--- src/rtl/fetch_pkg.sv ---
// Shared types and constants for the fetch stage and its decoder interface.
package fetch_pkg;

  localparam int unsigned FETCH_PC_W     = 32;
  localparam int unsigned FETCH_INS_W    = 32;
  localparam int unsigned FETCH_INS_SIZE = 4;
  localparam int unsigned PERF_W         = 32;

  typedef enum logic [1:0] {
    decoder_nope = 2'd0,
    decoder_keep = 2'd1,
    decoder_next = 2'd2
  } decoder_state_t;

  typedef struct packed {
    decoder_state_t               decoder_state;
    logic [FETCH_INS_W-1:0]       inst;
    logic [FETCH_PC_W-1:0]        pc;
  } fetch_to_decoder_req_t;

  typedef enum logic [1:0] {
    S_RESET = 2'd0,
    S_REQ   = 2'd1,
    S_WAIT  = 2'd2
  } fetch_state_t;

  // Saturating increment for performance counters.
  function automatic logic [PERF_W-1:0] sat_inc(input logic [PERF_W-1:0] v);
    return (v == '1) ? v : v + PERF_W'(1);
  endfunction

endpackage

--- src/rtl/fetch_hold_buf.sv ---
// One-entry {inst, pc} buffer that parks a response while the backend stalls.
module fetch_hold_buf
  import fetch_pkg::*;
#(
  parameter int unsigned INS_W = FETCH_INS_W,
  parameter int unsigned PC_W  = FETCH_PC_W
) (
  input  logic             clk,
  input  logic             arstn,
  input  logic             push,
  input  logic             pop,
  input  logic             flush,
  input  logic [INS_W-1:0] push_inst,
  input  logic [PC_W-1:0]  push_pc,
  output logic             full,
  output logic [INS_W-1:0] inst,
  output logic [PC_W-1:0]  pc
);

  // Flush wins over push; push and pop never coincide since a full buffer blocks requests.
  always_ff @(posedge clk or negedge arstn) begin
    if (!arstn) begin
      full <= 1'b0;
      inst <= '0;
      pc   <= '0;
    end else if (flush) begin
      full <= 1'b0;
    end else if (push) begin
      full <= 1'b1;
      inst <= push_inst;
      pc   <= push_pc;
    end else if (pop) begin
      full <= 1'b0;
    end
  end

endmodule

--- src/rtl/fetch_unit.sv ---
// Front-end fetch stage: owns the PC, issues one imem request at a time,
// absorbs backend stalls in a one-entry hold buffer and applies branch redirects.
// Optional feature macro: FETCH_PERF_CNT_EN (adds perf_fetched_o / perf_bubbles_o).
module fetch_unit
  import fetch_pkg::*;
#(
  parameter int unsigned      PC_W     = FETCH_PC_W,
  parameter int unsigned      INS_W    = FETCH_INS_W,
  parameter int unsigned      INS_SIZE = FETCH_INS_SIZE,
  parameter logic [PC_W-1:0]  RESET_PC = '0
) (
  input  logic                  clk,
  input  logic                  arstn,
  output logic                  imem_req_valid_o,
  input  logic                  imem_req_ready_i,
  output logic [PC_W-1:0]       imem_req_addr_o,
  input  logic                  imem_rsp_valid_i,
  input  logic [INS_W-1:0]      imem_rsp_data_i,
  input  logic                  stall_i,
  input  logic                  branch_valid_i,
  input  logic [PC_W-1:0]       branch_target_i,
  output fetch_to_decoder_req_t fetch_to_decoder_req_o
`ifdef FETCH_PERF_CNT_EN
  ,
  output logic [PERF_W-1:0]     perf_fetched_o,
  output logic [PERF_W-1:0]     perf_bubbles_o
`endif
);

  fetch_state_t     state_q;
  logic [PC_W-1:0]  pc_q;
  logic [PC_W-1:0]  inflight_pc_q;
  logic             kill_q;
  logic             dec_valid_q;

  logic             buf_full;
  logic [INS_W-1:0] buf_inst;
  logic [PC_W-1:0]  buf_pc;
  logic             buf_push;
  logic             buf_pop;

  logic             req_hs;
  logic             rsp_live;
  decoder_state_t   dec_state;
  logic [INS_W-1:0] dec_inst;
  logic [PC_W-1:0]  dec_pc;

  // A killed request is still outstanding, so no new request until its response drains.
  assign imem_req_valid_o = (state_q == S_REQ) && !buf_full && !kill_q;
  assign imem_req_addr_o  = pc_q;
  assign req_hs           = imem_req_valid_o && imem_req_ready_i;
  assign rsp_live         = (state_q == S_WAIT) && imem_rsp_valid_i && !kill_q;

  // Decoder command selection: branch, then stall, then buffered entry, then live response.
  always_comb begin
    dec_state = decoder_nope;
    dec_inst  = '0;
    dec_pc    = '0;
    buf_push  = 1'b0;
    buf_pop   = 1'b0;
    if (branch_valid_i) begin
      dec_state = decoder_nope;
    end else if (stall_i) begin
      dec_state = dec_valid_q ? decoder_keep : decoder_nope;
      buf_push  = rsp_live;
    end else if (buf_full) begin
      dec_state = decoder_next;
      dec_inst  = buf_inst;
      dec_pc    = buf_pc;
      buf_pop   = 1'b1;
    end else if (rsp_live) begin
      dec_state = decoder_next;
      dec_inst  = imem_rsp_data_i;
      dec_pc    = inflight_pc_q;
    end
  end

  assign fetch_to_decoder_req_o = '{decoder_state: dec_state,
                                    inst:          FETCH_INS_W'(dec_inst),
                                    pc:            FETCH_PC_W'(dec_pc)};

  fetch_hold_buf #(
    .INS_W (INS_W),
    .PC_W  (PC_W)
  ) u_hold_buf (
    .clk       (clk),
    .arstn     (arstn),
    .push      (buf_push),
    .pop       (buf_pop),
    .flush     (branch_valid_i),
    .push_inst (imem_rsp_data_i),
    .push_pc   (inflight_pc_q),
    .full      (buf_full),
    .inst      (buf_inst),
    .pc        (buf_pc)
  );

  // Fetch FSM, PC, in-flight tracking and kill bookkeeping.
  always_ff @(posedge clk or negedge arstn) begin
    if (!arstn) begin
      state_q       <= S_RESET;
      pc_q          <= RESET_PC;
      inflight_pc_q <= '0;
      kill_q        <= 1'b0;
      dec_valid_q   <= 1'b0;
    end else begin
      if (dec_state == decoder_next) begin
        dec_valid_q <= 1'b1;
      end else if (dec_state == decoder_nope) begin
        dec_valid_q <= 1'b0;
      end

      if (req_hs) begin
        inflight_pc_q <= pc_q;
      end

      if (branch_valid_i) begin
        pc_q <= branch_target_i;
      end else if (req_hs) begin
        pc_q <= pc_q + PC_W'(INS_SIZE);
      end

      // Kill survives only while a response is still owed after this cycle.
      kill_q <= (kill_q && !imem_rsp_valid_i) ||
                (branch_valid_i && (req_hs || ((state_q == S_WAIT) && !imem_rsp_valid_i)));

      case (state_q)
        S_RESET: state_q <= S_REQ;
        S_REQ:   if (req_hs && !branch_valid_i) state_q <= S_WAIT;
        S_WAIT:  if (branch_valid_i || imem_rsp_valid_i) state_q <= S_REQ;
        default: state_q <= S_RESET;
      endcase
    end
  end

`ifdef FETCH_PERF_CNT_EN
  // Saturating delivery and bubble counters.
  always_ff @(posedge clk or negedge arstn) begin
    if (!arstn) begin
      perf_fetched_o <= '0;
      perf_bubbles_o <= '0;
    end else begin
      if (dec_state == decoder_next) begin
        perf_fetched_o <= sat_inc(perf_fetched_o);
      end
      if ((dec_state == decoder_nope) && (state_q != S_RESET)) begin
        perf_bubbles_o <= sat_inc(perf_bubbles_o);
      end
    end
  end
`endif

endmodule

--- config.mk ---
export PLATFORM = sky130hd
export DESIGN_NAME = fetch_unit
export DESIGN_NICKNAME = d
export VERILOG_FILES = /design/src/rtl/fetch_pkg.sv /design/src/rtl/fetch_hold_buf.sv /design/src/rtl/fetch_unit.sv
export SDC_FILE = /design/constraint.sdc
export NUM_CORES = 1
export LEC_CHECK = 0
export CORE_AREA = 2 2 142 144
export CTS_BUF_LIST = sky130_fd_sc_hd__clkbuf_4
export DETAILED_ROUTE_END_ITERATION = 16
export DIE_AREA = 0 0 144 146
export PLACE_DENSITY = 0.57
export SLEW_MARGIN = 10
export SYNTH_ARGS = -nofsm -noshare
export SYNTH_HDL_FRONTEND = slang
export SYNTH_SLANG_ARGS = --single-unit
export TNS_END_PERCENT = 20
--- constraint.sdc ---
create_clock -name clk -period 4.1 [get_ports clk]
set_input_delay 1.23 -clock clk [delete_from_list [all_inputs] [get_ports clk]]
set_output_delay 1.23 -clock clk [all_outputs]
set_load 0.02 [all_outputs]
After elaboration in Yosys (flattened, before gate mapping)

Cells that the tools add are included.

Register bits after elaboration: 133
Bits in latches: 0
Bits in writable memories: 0
Memory bits (read-only): 0
Input port bits: 70
Output and inout port bits: 99
Word-level logic and storage cells: 66
Memories kept: 0

Add/sub/neg operators: 1
Multiply operators: 0
Divide/modulo/power cells: 0
$lt $le $gt $ge: 0
Eq/ne operators: 5
Shift-type cells: 0
Mux-type cells: 28
Bitwise logic cells: 1
Reductions and logical operators: 23

Operators by type and width:

| kind                                                                     | count |
|---|---|
| 32-bit 2-to-1 mux                                                        | 10 |
| 32-bit by 3-bit adder with 32-bit output (second input constant)         | 1 |
| 2-bit 2-to-1 mux                                                         | 6 |
| 1-bit 2-to-1 mux                                                         | 11 |
| 1-bit logical AND                                                        | 9 |
| 2-bit one-hot mux with 3 select lines                                    | 1 |
| 2-bit == test (second input constant)                                    | 2 |
| 1-bit logical NOT                                                        | 4 |
| 2-bit logical NOT                                                        | 2 |
| 2-bit by 1-bit inequality test with 1-bit output (second input constant) | 2 |
| 2-bit AND reduction                                                      | 2 |
| 2-bit nonzero test                                                       | 2 |
| 1-bit logical OR                                                         | 3 |
| 3-bit nonzero test                                                       | 1 |
| 2-bit by 1-bit == test with 1-bit output (second input constant)         | 1 |
| 1-bit NOT                                                                | 1 |

Longest topological paths before layout

Gate-level depths: netlist of the first run.

Word-level depth: 10
Gate-level depth with buffers: 7
Gate-level depth less buffers: 5

Modules after synthesis

A second synthesis of the first run with hierarchy kept.

Cells, all modules: 515
Area, all modules: 6586.3 sq um

By module, submodules not included:

| module         | times used | cells each | area each (sq um) | sequential area each (sq um) |
|---|---|---|---|---|
| fetch_unit     | 1          | 375        | 3844.9            | 1701.6 |
| fetch_hold_buf | 1          | 140        | 2741.4            | 1626.6 |

Worst setup path before layout of the first run

No wires, ideal clock.

Kind: in2out
Start point: input port imem_rsp_valid_i
End point: output port fetch_to_decoder_req_o[62] (netlist name)
Arrival time: 2.610 ns
Required time: 2.870 ns
Slack: 0.260 ns
Cell stages on the path: 5
Buffers on the path: 2
Path through: nor4bb_1 clkbuf_1 clkbuf_1 nand3b_1 a21oi_1

RTL lines:

| element     | RTL line         | text |
|---|---|---|
| from (decl) | fetch_unit.sv:17 | `input logic imem_rsp_valid_i,` |
| to (decl)   | fetch_unit.sv:22 | `output fetch_to_decoder_req_t fetch_to_decoder_req_o` |

==> out/results.txt, run 1 <==
global route overflow: 0
clock skew: 0.01595 ns
synth warn: 0
largest cells by area after synthesis: dfrtp_1 49%, mux2_2 16%, nand3b_1 7.2%
Max Cap Viol: 0
Cell Count, Final, Fillers Out: 1,101
Pleak: 0.003714 uW
unrepaired setup endpoints after global routing: false
Skew-Pair Late Insertion Delay: 0.54 ns
H-Tree Depth: 4
Post-DRT Antenna Nets: 0
utilization after layout: 0.4811
final setup margin: 0.1021 ns
Post-synth ARST share: 1.000
Tot Pwr: 3728 uW
root buffer selected by CTS: clkbuf_4
CTS max path bufs: 2
final period utilization: 0.9751
Final Max Tran Viols: 0
sequential area share after synthesis: 0.4925
status: completed
Final GP Congestion: 0.7915
Layout area overhead: 37.66%
Die Y-Extent: 146 um
Hold Vio Cnt, Final: 0
Vias: 5,703
largest net degree at the start of global routing: 102
Routed met3 length: 1060 um
CTS tree: yes
maximum VDD drop: 0.1698 mV
row count: 51
Startpoint Class: primary input
Pwr Density: 400.8 nW/um^2
Min Hold Slack: 0.5160 ns
Clock transition at path regs: 0.10 ns
clk sink count: 133
ys flop type: dfrtp_1
final critical-path required period: 3.998 ns
Core Footprint: 19,330 um^2
Critical Path End Type: primary output
worst-margin pin slew: 1.184 ns
DRT Pass-1 Iters: 4
DRC viols: 0
port bufs: 168
FF+latch count, synth: 133
WP data required: 2.87 ns
most frequent cell after synthesis: dfrtp_1
I/O Pins: 169
DRT iter0 DRCs: 291
CP arrival: 2.77 ns
All-Layer GR Usage: 0.1842
Num CTS Buffers: 17
min-delay worst type: reg2reg
hold buffer count at cts: 0
Synth cell types: 35
mean post-synth cell area: 10.25 um^2
synth cell count leaders: 133 x dfrtp_1, 95 x mux2_2, 87 x nand2_1, 67 x a21oi_1, 65 x nand3b_1
Initial Util: 0.3495
Crit Path Class: in2out
DP Worst Slack: -0.4774 ns
Post-synth EDFFs: 0
WL final: 19,090 um
leading area contributor after synthesis: dfrtp_1
Synth top area share: 0.4925
vias in the first global route: 5,760
DR WL/cell: 17.34 um
nets@finish: 893
Placed Cells: 1,064
Achievable Freq: 250.1 MHz
Cells after Synth: 659
Filler cells: 1,856
Die X-Extent: 144 um
worst-path fanout max: 25
drt via density: 5.180
Metal-1 WL: 8674 um
Slew HR: 0.2098
Post-Syn Nets: 730
sum of net half-perimeters after detailed placement: 13,010 um
final setup violation count: 0
share of layout cells above drive strength 1: 0.2539
wire length on met2: 9188 um
global-route wire length before repair: 30,420 um
uppermost routed layer: met4
Syn Std Cell Area: 6758 um^2
die area: 21,020 um^2
antenna violations before repair: 1
==> metal layers <==
| layer | vias up | GRT usage |
|---|---|---|
| met4 | 0 | 0.05245 |
| li1 | 2725 | - |
| met5 | - | 0 |
| met3 | 9 | 0.04113 |
| met2 | 174 | 0.3019 |
| met1 | 2795 | 0.2442 |
==> layout make-up <==
class / instances / area [um^2] / share of cell area
flip-flops and latches: 133 / 3332 / 0.3582
multi-input cells: 472 / 3252 / 0.3496
repair buffers: 192 / 1996 / 0.2145
well taps: 265 / 331.6 / 0.03564
clock inverters: 14 / 231.5 / 0.02488
clock buffers: 18 / 135.1 / 0.01453
inverters: 6 / 22.52 / 0.002421
diodes: 1 / 2.502 / 0.0002690
==> cells by family (layout without fill, tap and decap cells) <==
kind of cell    after synthesis  in the layout  synth area share
xor+xnor                      9              9           0.01167
simple gates                245            245            0.2042
other cells                   0              1                 0
compound gates              121            121           0.09943
buf+inv                      54            230           0.03055
mux                          96             96            0.1598
flops                       133            133            0.4925
fa+ha+maj                     1              1          0.001851
==> per-stage QoR <==
step | setup TNS (ns) | area, um^2
2_1_floorplan | 0 | 6758
3_3_place_gp | -23.14 | 8850
3_5_place_dp | -24.69 | 8850
6_report | 0 | 9303
4_1_cts | 0 | 9300
5_1_grt | 0 | 9303
==> worst paths after layout <==
kind                                                  from                              end  slack (ns)  cells after the start
min in group asynchronous                            arstn    u_hold_buf.pc[25]$_DFFE_PN0P_        0.66                      1
hold reg to reg            u_hold_buf.inst[23]$_DFFE_PN0P_  u_hold_buf.inst[23]$_DFFE_PN0P_        0.52                      1
setup / recovery                                   stall_i       fetch_to_decoder_req_o[20]        0.10                      5
max in group asynchronous                            arstn   imem_req_addr_o[6]$_DFFE_PN0P_        2.60                      2
setup reg to reg               u_hold_buf.full$_DFFE_PN0P_  imem_req_addr_o[24]$_DFFE_PN0P_        1.30                      5
hold / removal             u_hold_buf.inst[23]$_DFFE_PN0P_  u_hold_buf.inst[23]$_DFFE_PN0P_        0.52                      1
==> power breakdown <==
part           switching [uW]  internal, uW
Clock                     492           609
Combinational             315           421
Sequential                262          1630
Total                    1070          2660
==> layout by cell type (no fill, tap or decap), drive strengths merged, types with 13 or more instances in the layout <==
master / instances
a21oi: 67
buf: 41
nor2: 22
clkdlybuf4s15: 40
clkbuf: 18
a31oi: 20
mux2: 95
nand3b: 65
dfrtp: 133
nand4: 13
nand3: 14
nand2: 87
o21ai: 19
clkdlybuf4s50: 100
==> flip-flops by register name, indices dropped and copies added, names as in the netlist <==
signal           flops
imem_req_addr_o     32
inflight_pc_q       32
u_hold_buf.inst     32
u_hold_buf.pc       32
state_q              2
dec_valid_q          1
kill_q               1
u_hold_buf.full      1
==> repair_timing <==
item / 4_1_cts / 5_1_grt
resized for setup: 185 / 0
setup endpoints to repair: 62 / 0
buffers inserted: 1 / 0
==> worst max-delay path, stage by stage <==
cell             delay (ns)
clkdlybuf4s50_1        0.42
or2_2                  0.35
buf_12                 0.18
a21oi_1                0.22
clkdlybuf4s15_1        0.35
No activity file was read; power rests on OpenSTA's default activity.
==> run 2: changes to the inputs <==
--- a/config.mk
+++ b/config.mk
@@ -5,11 +5,11 @@
 export SDC_FILE = /design/constraint.sdc
 export NUM_CORES = 1
 export LEC_CHECK = 0
-export CORE_AREA = 2 2 142 144
+export CORE_AREA = 2 2 133 135
 export CTS_BUF_LIST = sky130_fd_sc_hd__clkbuf_4
 export DETAILED_ROUTE_END_ITERATION = 16
-export DIE_AREA = 0 0 144 146
-export PLACE_DENSITY = 0.57
+export DIE_AREA = 0 0 135 137
+export PLACE_DENSITY = 0.64
 export SLEW_MARGIN = 10
 export SYNTH_ARGS = -nofsm -noshare
 export SYNTH_HDL_FRONTEND = slang
==> run 2 against run 1 <==
  * Clock power is 7% lower
  * Sequential power hardly changed
  * Register-to-register slack worse by 0.04 ns
  * Worst setup slack worse by 0.027 ns
  * Largest cell class unchanged
  * First-iteration DRC count is 6.5% lower
  * Combinational power hardly changed
  * Die area is 12% lower
  * Count of clock-buffer cells in the layout is 1 lower
  * Maximum frequency is 0.68% lower
  * Non-clock buffer count is 4 higher
  * Via count hardly changed
  * Critical endpoint is now fetch_to_decoder_req_o[21]
==> out/results.txt, run 2 (synthesis gave the netlist of run 1 again) <==
drt via density: 5.351
Core Footprint: 17,060 um^2
r2r startpoint: u_hold_buf.full$_DFFE_PN0P_
DRC viols: 0
Pwr Density: 397.7 nW/um^2
DR WL/cell: 16.64 um
utilization after layout: 0.5354
Layout area overhead: 35.12%
DRT Pass-1 Iters: 4
worst reg2reg path depth: 5
Filler cells: 1,527
largest net degree at the start of global routing: 82
commonest non-fill, non-tap cell in the layout: dfrtp_1
Die X-Extent: 135 um
Placed Cells: 1,026
Hold EP: u_hold_buf.pc[26]$_DFFE_PN0P_
row count: 48
DRT iter0 DRCs: 272
hold path start: u_hold_buf.pc[26]$_DFFE_PN0P_
Pleak: 0.003823 uW
I/O Pins: 169
Critical Path End Type: primary output
status: completed
Multi-input gate area: 3248 um^2
Achievable Freq: 248.4 MHz
share of layout cells above drive strength 1: 0.2372
maximum VDD drop: 0.2060 mV
WP data required: 2.87 ns
sum of net half-perimeters after detailed placement: 12,460 um
power share of the combinational group: 0.202
Final Max Tran Viols: 0
nets@finish: 897
Slew HR: 0.4980
clk sink count: 133
final critical-path required period: 4.025 ns
total negative slack: 0 ns
CTS tree: yes
Hold Vio Cnt, Final: 0
Internal Power: 2589 uW
unrepaired setup endpoints after global routing: false
Cell Count, Final, Fillers Out: 1,065
Clock transition at path regs: 0.11 ns
port bufs: 168
Crit Path Class: in2out
final setup violation count: 0
root buffer selected by CTS: clkbuf_4
Min Hold Slack: 0.5145 ns
worst-path fanout max: 21
Max Cap Viol: 0
Final GP Congestion: 0.8301
clock share of power: 0.280
register area: 3332 um^2
hold buffer count at cts: 0
R2R Setup Slk: 1.26 ns
reg2reg end: imem_req_addr_o[16]$_DFFE_PN0P_
Post-DRT Antenna Nets: 0
antenna violations before repair: 1
final period utilization: 0.9818
CTS max path bufs: 2
commonest cells after routing, fill and taps aside: 132 x dfrtp_1, 100 x clkdlybuf4s50_1, 95 x mux2_2
Sw Ratio: 0.2871
die area: 18,500 um^2
vias in the first global route: 5,548
Vias: 5,699
All-Layer GR Usage: 0.1981
worst-margin pin slew: 0.7530 ns
WL final: 17,720 um
Startpoint Class: primary input
CP arrival: 2.80 ns
Skew-Pair Late Insertion Delay: 0.53 ns
min-delay worst type: reg2reg
global-route wire length before repair: 28,700 um
hold depth: 1
global route overflow: 0
clock skew: 0.01648 ns
Num CTS Buffers: 17
Initial Util: 0.3962
Worst Setup SP: stall_i
Die Y-Extent: 137 um
H-Tree Depth: 4
total net switching power: 1043 uW
Flop pwr share: 0.519
## run 2: cell count changes in the layout (fill, tap and decap cells not counted), sizes merged, moves of 2 or more
cell / previous run / this run
dlygate4sd2: 8 / 30
inv: 7 / 5
buf: 41 / 46
clkinv: 3 / 9
clkdlybuf4s15: 40 / 15
clkinvlp: 4 / 2
## run 2: final cells by class
cell class              count  share of cell area
flip-flops and latches    133              0.3649
repair buffers            196              0.2083
diodes                      1           0.0002740
well taps                 225             0.03083
inverters                   6            0.002877
clock inverters            15             0.02316
multi-input cells         472              0.3557
clock buffers              17             0.01398
## run 2: worst max-delay path by stage
| stage | end | slack, ns |
|---|---|---|
| floorplan | fetch_to_decoder_req_o[62] | 0.26 |
| global placement | fetch_to_decoder_req_o[24] | -0.40 |
| detailed placement | fetch_to_decoder_req_o[54] | -0.42 |
| CTS | fetch_to_decoder_req_o[53] | 0.00004 |
| global route | imem_req_valid_o | 0.02 |
| finish | fetch_to_decoder_req_o[21] | 0.07 |
## run 2: what timing repair did
action / CTS / global route
pin swaps: 1 / 0
gates cloned: 2 / 0
setup endpoints to repair: 64 / 51
buffers inserted: 4 / 0
gates resized for setup: 134 / 17
## run 2: power groups by stage
stage | Combinational (uW) | Sequential (uW) | Clock (uW)
2_1_floorplan | 436 | 1860 | 0
3_3_place_gp | 708 | 1890 | 0
5_1_grt | 803 | 1940 | 1120
4_1_cts | 744 | 1880 | 1050
3_5_place_dp | 731 | 1910 | 0
6_report | 733 | 1880 | 1020
## run 2: per-layer routing
layer  wire, um  vias to the layer above  GRT usage
met1       7921                     2780     0.2646
li1           -                     2732          -
met3        954                       22    0.03815
met5          0                        -          0
met4        356                        0    0.07986
met2       8491                      165     0.3184
## run 2: metrics by stage
| step | worst slack, ns | instance area, um^2 | total power (uW) |
|---|---|---|---|
| 2_1_floorplan | 0.2601 | 6758 | 2294 |
| 6_report | 0.07465 | 9131 | 3632 |
| 4_1_cts | 0.00004130 | 9198 | 3677 |
| 3_5_place_dp | -0.4242 | 8782 | 2645 |
| 5_1_grt | 0.01990 | 9131 | 3858 |
| 3_3_place_gp | -0.3984 | 8782 | 2594 |
## run 2: worst max-delay path: stages
cell and delay [ns]:
clkdlybuf4s50_1 0.41, or2_2 0.37, buf_4 0.23, a21oi_1 0.19, dlygate4sd2_1 0.36
